===== config.mk =====
export PLATFORM = sky130hd
export DESIGN_NAME = dmac_channel_arbiter
export DESIGN_NICKNAME = d
export VERILOG_FILES = /design/src/rtl/dmac_pkg.sv /design/src/rtl/dmac_rr_picker.sv /design/src/rtl/dmac_channel_arbiter.sv
export SDC_FILE = /design/constraint.sdc
export NUM_CORES = 1
export LEC_CHECK = 0
export ABC_CLOCK_PERIOD_IN_PS = 3230
export BUFFER_PORTS_ARGS = -buffer_cell sky130_fd_sc_hd__buf_4
export CORE_AREA = 2 2 39 41
export DETAILED_ROUTE_END_ITERATION = 8
export DIE_AREA = 0 0 41 43
export HOLD_SLACK_MARGIN = 0.12
export SLEW_MARGIN = 20
export SYNTH_ARGS = -nofsm -noshare
export SYNTH_HDL_FRONTEND = slang
export SYNTH_SLANG_ARGS = --single-unit

===== constraint.sdc =====
create_clock -name clk -period 3.23 [get_ports clk]
set_input_delay 0.969 -clock clk [delete_from_list [all_inputs] [get_ports clk]]
set_output_delay 0.969 -clock clk [all_outputs]
set_load 0.05 [all_outputs]

===== src/rtl/dmac_pkg.sv =====
// Shared types and constants for the DMA controller channel arbiter.
package dmac_pkg;

  localparam int unsigned MAX_CH = 8;

  typedef enum logic [2:0] {
    IDLE    = 3'd0,
    ARB     = 3'd1,
    REQ_BUS = 3'd2,
    ACTIVE  = 3'd3,
    PAUSE   = 3'd4,
    DONE    = 3'd5
  } arb_state_t;

  // True in every state where this master holds or requests the AHB bus
  function automatic logic st_owns_bus(input arb_state_t s);
    return (s == REQ_BUS) || (s == ACTIVE) || (s == PAUSE);
  endfunction

endpackage


===== src/rtl/dmac_rr_picker.sv =====
// Combinational winner selection among eligible channels.
// Round-robin after last_idx by default; DMAC_FIXED_PRIO_EN selects lowest-index-wins.
module dmac_rr_picker
  import dmac_pkg::*;
#(
  parameter  int unsigned NUM_CH = 2,
  localparam int unsigned IDX_W  = $clog2(NUM_CH)
) (
  input  logic [NUM_CH-1:0] i_eligible,
  input  logic [IDX_W-1:0]  i_last_idx,
  output logic [IDX_W-1:0]  o_winner,
  output logic              o_valid
);

  logic w_found;

`ifdef DMAC_FIXED_PRIO_EN
  logic w_unused_last;
  assign w_unused_last = ^i_last_idx;

  always_comb begin
    o_winner = '0;
    w_found  = 1'b0;
    for (int i = 0; i < int'(NUM_CH); i++) begin
      if (!w_found && i_eligible[i]) begin
        w_found  = 1'b1;
        o_winner = IDX_W'(i);
      end
    end
  end
`else
  // First pass takes channels above last_idx; second pass wraps to the lowest index
  always_comb begin
    o_winner = '0;
    w_found  = 1'b0;
    for (int i = 0; i < int'(NUM_CH); i++) begin
      if (!w_found && i_eligible[i] && (IDX_W'(i) > i_last_idx)) begin
        w_found  = 1'b1;
        o_winner = IDX_W'(i);
      end
    end
    for (int i = 0; i < int'(NUM_CH); i++) begin
      if (!w_found && i_eligible[i]) begin
        w_found  = 1'b1;
        o_winner = IDX_W'(i);
      end
    end
  end
`endif

  assign o_valid = w_found;

endmodule


===== src/rtl/dmac_channel_arbiter.sv =====
// Schedules peripheral DMA requests onto the single channel_ctrl and AHB master port.
// Build option: DMAC_FIXED_PRIO_EN switches the picker from round-robin to fixed priority.
module dmac_channel_arbiter
  import dmac_pkg::*;
#(
  parameter  int unsigned NUM_CH = 2,
  localparam int unsigned IDX_W  = $clog2(NUM_CH)
) (
  input  logic              clk,
  input  logic              rst,
  input  logic [NUM_CH-1:0] i_dma_req,
  input  logic [NUM_CH-1:0] i_ch_mask,
  input  logic              i_bus_grant,
  input  logic              i_ch_irq,
  input  logic [NUM_CH-1:0] i_irq_clr,
  output logic              o_bus_req,
  output logic              o_channel_en,
  output logic [IDX_W-1:0]  o_ch_sel,
  output logic [NUM_CH-1:0] o_dma_ack,
  output logic [NUM_CH-1:0] o_irq_status,
  output logic              o_irq
);

  arb_state_t        r_state;
  arb_state_t        w_next;
  logic [NUM_CH-1:0] w_eligible;
  logic [IDX_W-1:0]  w_winner;
  logic              w_win_valid;
  logic [IDX_W-1:0]  r_last_idx;
  logic [IDX_W-1:0]  r_ch_sel;
  logic [NUM_CH-1:0] w_sel_onehot;
  logic [NUM_CH-1:0] w_irq_status_nxt;
  logic [NUM_CH-1:0] w_dma_ack_nxt;
  logic              r_bus_req;
  logic              r_channel_en;
  logic [NUM_CH-1:0] r_dma_ack;
  logic [NUM_CH-1:0] r_irq_status;
  logic              r_irq;

  assign w_eligible   = i_dma_req & i_ch_mask;
  assign w_sel_onehot = NUM_CH'(1) << r_ch_sel;

  dmac_rr_picker #(.NUM_CH(NUM_CH)) u_picker (
    .i_eligible (w_eligible),
    .i_last_idx (r_last_idx),
    .o_winner   (w_winner),
    .o_valid    (w_win_valid)
  );

  always_ff @(posedge clk or posedge rst) begin
    if (rst) begin
      r_state <= IDLE;
    end else begin
      r_state <= w_next;
    end
  end

  // Next state plus next values of the registered outputs
  always_comb begin
    w_next           = r_state;
    w_dma_ack_nxt    = '0;
    w_irq_status_nxt = r_irq_status & ~i_irq_clr;
    unique case (r_state)
      IDLE:    if (|w_eligible) w_next = ARB;
      ARB:     w_next = w_win_valid ? REQ_BUS : IDLE;
      REQ_BUS: if (i_bus_grant) w_next = ACTIVE;
      ACTIVE: begin
        if (i_ch_irq)         w_next = DONE;
        else if (!i_bus_grant) w_next = PAUSE;
      end
      PAUSE:   if (i_bus_grant) w_next = ACTIVE;
      DONE: begin
        w_next           = IDLE;
        w_irq_status_nxt = w_irq_status_nxt | w_sel_onehot;
      end
      default: w_next = IDLE;
    endcase
    if (w_next == DONE) w_dma_ack_nxt = w_sel_onehot;
  end

  // ch_sel moves only on leaving ARB so the datapath mux is frozen for the whole transfer
  always_ff @(posedge clk or posedge rst) begin
    if (rst) begin
      r_ch_sel     <= '0;
      r_last_idx   <= IDX_W'(NUM_CH - 1);
      r_bus_req    <= 1'b0;
      r_channel_en <= 1'b0;
      r_dma_ack    <= '0;
      r_irq_status <= '0;
      r_irq        <= 1'b0;
    end else begin
      if ((r_state == ARB) && w_win_valid) r_ch_sel <= w_winner;
      if (r_state == DONE) r_last_idx <= r_ch_sel;
      r_bus_req    <= st_owns_bus(w_next);
      r_channel_en <= (w_next == ACTIVE);
      r_dma_ack    <= w_dma_ack_nxt;
      r_irq_status <= w_irq_status_nxt;
      r_irq        <= |w_irq_status_nxt;
    end
  end

  assign o_bus_req    = r_bus_req;
  assign o_channel_en = r_channel_en;
  assign o_ch_sel     = r_ch_sel;
  assign o_dma_ack    = r_dma_ack;
  assign o_irq_status = r_irq_status;
  assign o_irq        = r_irq;

endmodule

==> results of run 1 <==
worst min path at each step:
stage                                start                     end  slack (ns)  cells after the start
floorplan           r_last_idx$_DFFE_PP1N_  r_last_idx$_DFFE_PP1N_        0.46                      2
global placement    r_last_idx$_DFFE_PP1N_  r_last_idx$_DFFE_PP1N_        0.49                      2
detailed placement  r_last_idx$_DFFE_PP1N_  r_last_idx$_DFFE_PP1N_        0.49                      2
CTS                 r_last_idx$_DFFE_PP1N_  r_last_idx$_DFFE_PP1N_        0.50                      2
global route        r_last_idx$_DFFE_PP1N_  r_last_idx$_DFFE_PP1N_        0.54                      2
finish              r_last_idx$_DFFE_PP1N_  r_last_idx$_DFFE_PP1N_        0.51                      2
kinds of logic after synthesis:
family / count (synthesis)
compound gates: 12
buf+inv: 4
simple gates: 17
flops: 12
routing by layer:
metal  track usage (%)  up-vias
li1                  -      206
met1              18.8      175
met2              18.1       18
met3              1.57        2
met4              12.0        0
met5                 0        -
metrics by stage:
stage	util, %	worst slack, ns
2_1_floorplan	-	1.62
3_3_place_gp	47.3	1.53
3_5_place_dp	47.3	1.53
4_1_cts	49.9	1.34
5_1_grt	49.9	1.31
6_report	49.9	1.35
where the power goes:
group	leakage [nW]	internal [mW]	switching [mW]	total, mW
clock network	0.0210	0.0685	0.0506	0.119
registers	0.156	0.197	0.0430	0.240
logic	0.165	0.0863	0.156	0.243
cell usage in the layout (no fill, tap or decap), drive strengths merged:
cell type,Yosys,final
o211ai,2,2
nand2b,3,3
dfrtp,11,11
or4,1,1
o21a,1,1
nand3b,2,2
inv,4,4
buf,0,17
nand2,5,5
dfstp,1,1
nor2,1,1
a22oi,1,1
a31oi,2,2
nor3b,2,2
a41oi,1,1
nand3,1,1
clkbuf,0,4
nor3,2,2
a32o,1,1
a21oi,1,1
o21ai,3,3
state kept, by name, summed over array words and instances (netlist names):
name,flops
r_state,3
o_dma_ack,2
o_irq_status,2
o_bus_req,1
o_ch_sel,1
o_channel_en,1
o_irq,1
r_last_idx,1
final cells by class:
cell class                      count  area share [%]
Sequential cell                    12            43.7
Multi-Input combinational cell     29            27.5
Timing Repair Buffer               17            18.5
Clock buffer                        4            5.25
Inverter                            4            2.17
Tap cell                           16            2.90
==> run metrics, run 1 <==
Post-synth ARST share=100%; Slew Limit Fails=0; r2r startpoint=r_state[1]$_DFF_PP0_; CP Cell Sequence=buf_4; Max rail drop VDD=slightly below 0.5 mV; Total Power=approximately 0.60 mW; Critical Path RT=approximately 2.3 ns; Final #Nets=slightly below 80; relative slew slack=69.8%; Area Growth Syn to Fin=36.3%; initial antenna violation count=0; Pleak=0.343 nW; Worst Path Buf+Inv=1; Die W=around 40 um; mux contribution to synthesized area=0%; DR vias/cell=4.89; detailed-route wire length=just under 1000 um; Die Ht=roughly 43 um; clock tree from TritonCTS=yes; WS Path Type=reg2out; post-DP HPWL=between 700 and 800 um; Synthesis Warnings=0; Met3 Wirelength=~65 um; cell family with most CP delay=flip-flops; Synth Area in XOR/XNOR=0%; syn nets=55; GRT overflow=0; worst setup path start=o_ch_sel$_DFFE_PP0P_; largest fanout on the critical path=5; Critical Path End=o_ch_sel; FMAX=between 500 and 600 MHz; Routed Antenna Nets=0; Startpoint Class=flop; WL/cell=between 10 and 15 um; vias in the first global route=~370; # resized after CTS=0; Tmin final=roughly 1.9 ns; slowest stage cell on the critical path=dfrtp_1; Mean Syn Cell Area=between 10 and 15 um2; post-route cell area=just under 700 um2; met2 WL post-DR=~430 um; CP Depth=1; Starting Density=a little over a third; Seq/Total Area, Yosys=around three fifths; setup violators final=0; leading area contributor after synthesis=dfrtp_1; compound-gate portion of the synthesized area=roughly 17%; DR iter-0 viols=8; Seq cells post-synth=12; First-pass DRT Iterations=4; kind of end point of the critical path=output pin; max incr delay on CP=0.42 ns; Fillers=between 100 and 150; reg-to-reg setup timing slack=around 2.1 ns; Worst EP arrival=roughly 0.9 ns; Placed Instances=78; # clock sinks=12; Register Area=about 300 um2; clk_skew=~0.0012 ns; RR Endpoint=r_state[0]$_DFF_PP0_; top-count cell post-synth=dfrtp_1; largest family of logic cells by synthesized area=simple AND/OR/NAND/NOR gates; Final Cycle Share=between 50% and 60%; Power per Cell Area=between 800 and 900 nW/um2; Min Hold Slack=slightly above 0.5 ns; Worst-Margin Slew=0.453 ns; Clock Pin Slew Worst Setup and Hold Paths=~0.070 ns; gpl congestion=between 0.8 and 0.9; post-synthesis cell count=between 40 and 50; Worst R2R Path Depth=2; # hold bufs at CTS=0; Post-Synth Simple-Gate Area=20.5%; # IOs=18; TritonCTS Buffers=3; port bufs=17; global-route wire length before repair=between 1500 and 2000 um; Die Footprint=about 1800 um2; maximum clock path buffer count=2; Post-Synth Adder-Cell Area=0%; Yosys cell types=22; core area=1380 um2; fraction of final layout cells sized beyond drive strength 1=39.4%; Max Cap Viol=0; Most used DFF post-synth=dfrtp_1; Post-synth EDFFs=0; top routing layer in use=met4; status=completed; residual DRC count=0; vias=between 400 and 500; H-tree depth=1; most area-consuming cells after synthesis=dfrtp_1, dfstp_2, nor3b_2; latest clock arrival within the worst-skew pair=0.27 ns; unrepaired setup endpoints after global routing=no; Std-Cell Rows=14; most instantiated cells after synthesis=dfrtp_1, nand2_1, inv_1, nand2b_1; GRT Util Overall=13.7%; Metal-1 WL=467 um; top cell type's share of synthesized area=a little over half; Post-Synthesis Cell Area=slightly above 500 um2; Final Hold Vio Count=0; largest net degree at the start of global routing=13; Multi-input gate area=190 um2; Non-Filler Instances=around 80; n_diodes=0; Area after DPL=roughly 650 um2; Root Buffer Master=clkbuf_4; setup TNS=0 ns; Post-CTS Repair Setup Buffers=0; Min-Delay Path Class=reg2reg
No activity file was read; power rests on OpenSTA's default activity.
==> run 2, diff against run 1 <==
--- a/config.mk
+++ b/config.mk
@@ -5,12 +5,13 @@
 export SDC_FILE = /design/constraint.sdc
 export NUM_CORES = 1
 export LEC_CHECK = 0
-export ABC_CLOCK_PERIOD_IN_PS = 3230
+export ABC_CLOCK_PERIOD_IN_PS = 1700
 export BUFFER_PORTS_ARGS = -buffer_cell sky130_fd_sc_hd__buf_4
 export CORE_AREA = 2 2 39 41
 export DETAILED_ROUTE_END_ITERATION = 8
 export DIE_AREA = 0 0 41 43
 export HOLD_SLACK_MARGIN = 0.12
+export PLACE_DENSITY = 0.66
 export SLEW_MARGIN = 20
 export SYNTH_ARGS = -nofsm -noshare
 export SYNTH_HDL_FRONTEND = slang
==> constraint.sdc (replaced) <==
create_clock -name clk -period 1.7 [get_ports clk]
set_input_delay 0.51 -clock clk [delete_from_list [all_inputs] [get_ports clk]]
set_output_delay 0.51 -clock clk [all_outputs]
set_load 0.05 [all_outputs]
==> run metrics, run 2 (synthesized netlist as in run 1, its figures left out) <==
n_diodes=0 (unchanged); cell family with most CP delay=flip-flops (unchanged); Final #Nets=77 (unchanged); Area after DPL=654 um2 (unchanged); latest clock arrival within the worst-skew pair=0.28 ns (was 0.27 ns); Area Growth Syn to Fin=34.3% (was 36.3%); Startpoint Class=flop (unchanged); Die Ht=43 um (unchanged); # clock sinks=12 (unchanged); Root Buffer Master=clkbuf_4 (unchanged); CP Cell Sequence=buf_4 (unchanged); Post-CTS Repair Setup Buffers=0 (unchanged); initial antenna violation count=0 (unchanged); Fillers=129 (was 132); Die W=41 um (unchanged); WS Path Type=reg2out (unchanged); Std-Cell Rows=14 (unchanged); commonest non-fill, non-tap cell in the layout=buf_4 (unchanged); Starting Density=36.6% (unchanged); # resized after CTS=0 (unchanged); Slew Limit Fails=0 (unchanged); largest net degree at the start of global routing=13 (unchanged); # IOs=18 (unchanged); slowest stage cell on the critical path=dfrtp_1 (unchanged); vias in the first global route=404 (was 366); register with the most flip-flops=r_state (unchanged); Min-Delay Path Class=in2async (was reg2reg); max reg flops=3 (unchanged); status=completed (unchanged); setup violators final=0 (unchanged); final core utilization=49.2% (was 49.9%); TritonCTS Buffers=3 (unchanged); Critical Path RT=1.19 ns (was 2.26 ns); Worst EP arrival=0.91 ns (about the same); Worst Path Buf+Inv=1 (unchanged); gpl congestion=0.804 (was 0.811); WL/cell=11.6 um (was 11.9 um); GRT Util Overall=14.4% (was 13.7%); FMAX=705 MHz; core area=1380 um2 (unchanged); global-route wire length before repair=1580 um (was 1550 um); clk_skew=0.00613 ns (was 0.00121 ns); largest fanout on the critical path=5 (unchanged); Pleak=0.337 nW (was 0.343 nW); fraction of final layout cells sized beyond drive strength 1=37.9% (was 39.4%); Routed Antenna Nets=0 (unchanged); Final Hold Vio Count=0 (unchanged); vias=403 (was 401); Max Cap Viol=0 (unchanged); Tmin final=around 1.4 ns; Register Area=302 um2 (unchanged); DR vias/cell=4.91 (was 4.89); Final Cycle Share=83.5%; H-tree depth=1 (unchanged); kind of end point of the critical path=output pin (unchanged); unrepaired setup endpoints after global routing=no (unchanged); Clock Pin Slew Worst Setup and Hold Paths=0.08 ns (was 0.07 ns); post-route cell area=681 um2 (was 691 um2); # hold bufs at CTS=0 (unchanged); residual DRC count=0 (unchanged); Power per Cell Area=1610 nW/um2 (was 872 nW/um2); clock tree from TritonCTS=yes (unchanged); First-pass DRT Iterations=4 (unchanged); most frequent cells in the layout=buf_4, dfrtp_1, nand2_1 (unchanged); Multi-input gate area=190 um2 (unchanged); GRT overflow=0 (unchanged); detailed-route wire length=954 um (was 979 um); Max rail drop VDD=0.551 mV (was 0.488 mV); relative slew slack=70.7% (was 69.8%); post-DP HPWL=709 um (was 733 um); port bufs=17 (unchanged); max incr delay on CP=0.41 ns (was 0.42 ns); Worst-Margin Slew=0.439 ns (was 0.453 ns); maximum clock path buffer count=2 (unchanged); DR iter-0 viols=3 (was 8); setup TNS=0 ns (unchanged); Die Footprint=1760 um2 (unchanged)
-- run 2: metrics by stage --
stage / cells / hold WS [ns] / setup WS, ns / power, mW
CTS: 82 / 0.242 / 0.267 / 1.11
floorplan: 45 / 0.374 / 0.549 / 0.779
global placement: 78 / 0.482 / 0.460 / 0.917
global route: 82 / 0.257 / 0.244 / 1.17
detailed placement: 78 / 0.479 / 0.452 / 0.920
finish: 82 / 0.229 / 0.281 / 1.10
-- run 2: path summary, 6_finish.rpt --
kind,slack [ns],start,end,cells past startpoint
setup / recovery,0.28,o_ch_sel$_DFFE_PP0P_,o_ch_sel,1
hold / removal,0.23,rst,o_channel_en$_DFF_PP0_,2
setup reg to reg,0.56,r_state[1]$_DFF_PP0_,r_state[0]$_DFF_PP0_,2
hold reg to reg,0.50,r_last_idx$_DFFE_PP1N_,r_last_idx$_DFFE_PP1N_,2
max in group asynchronous,1.13,rst,r_last_idx$_DFFE_PP1N_,2
min in group clk,0.45,i_ch_mask[0],o_ch_sel$_DFFE_PP0P_,2
-- run 2: per-layer routing --
layer	vias to the layer above	global-route usage, %	routed length (um)
met5	-	0	0
met4	0	16.0	53
met3	4	4.71	70
met2	17	19.4	436
met1	177	15.6	393
li1	205	-	-
-- run 2: report_power, final --
group	total (mW)	internal (mW)	switching (mW)
Combinational	0.457	0.164	0.293
Clock	0.185	0.0910	0.0937
Sequential	0.457	0.375	0.0825
Total	1.10	0.630	0.469
-- run 2: final cells by class --
cell class,count,share of cell area (%)
clock buffers,4,3.86
inverters,4,2.21
multi-input cells,29,27.9
flip-flops and latches,12,44.3
well taps,16,2.94
repair buffers,17,18.7
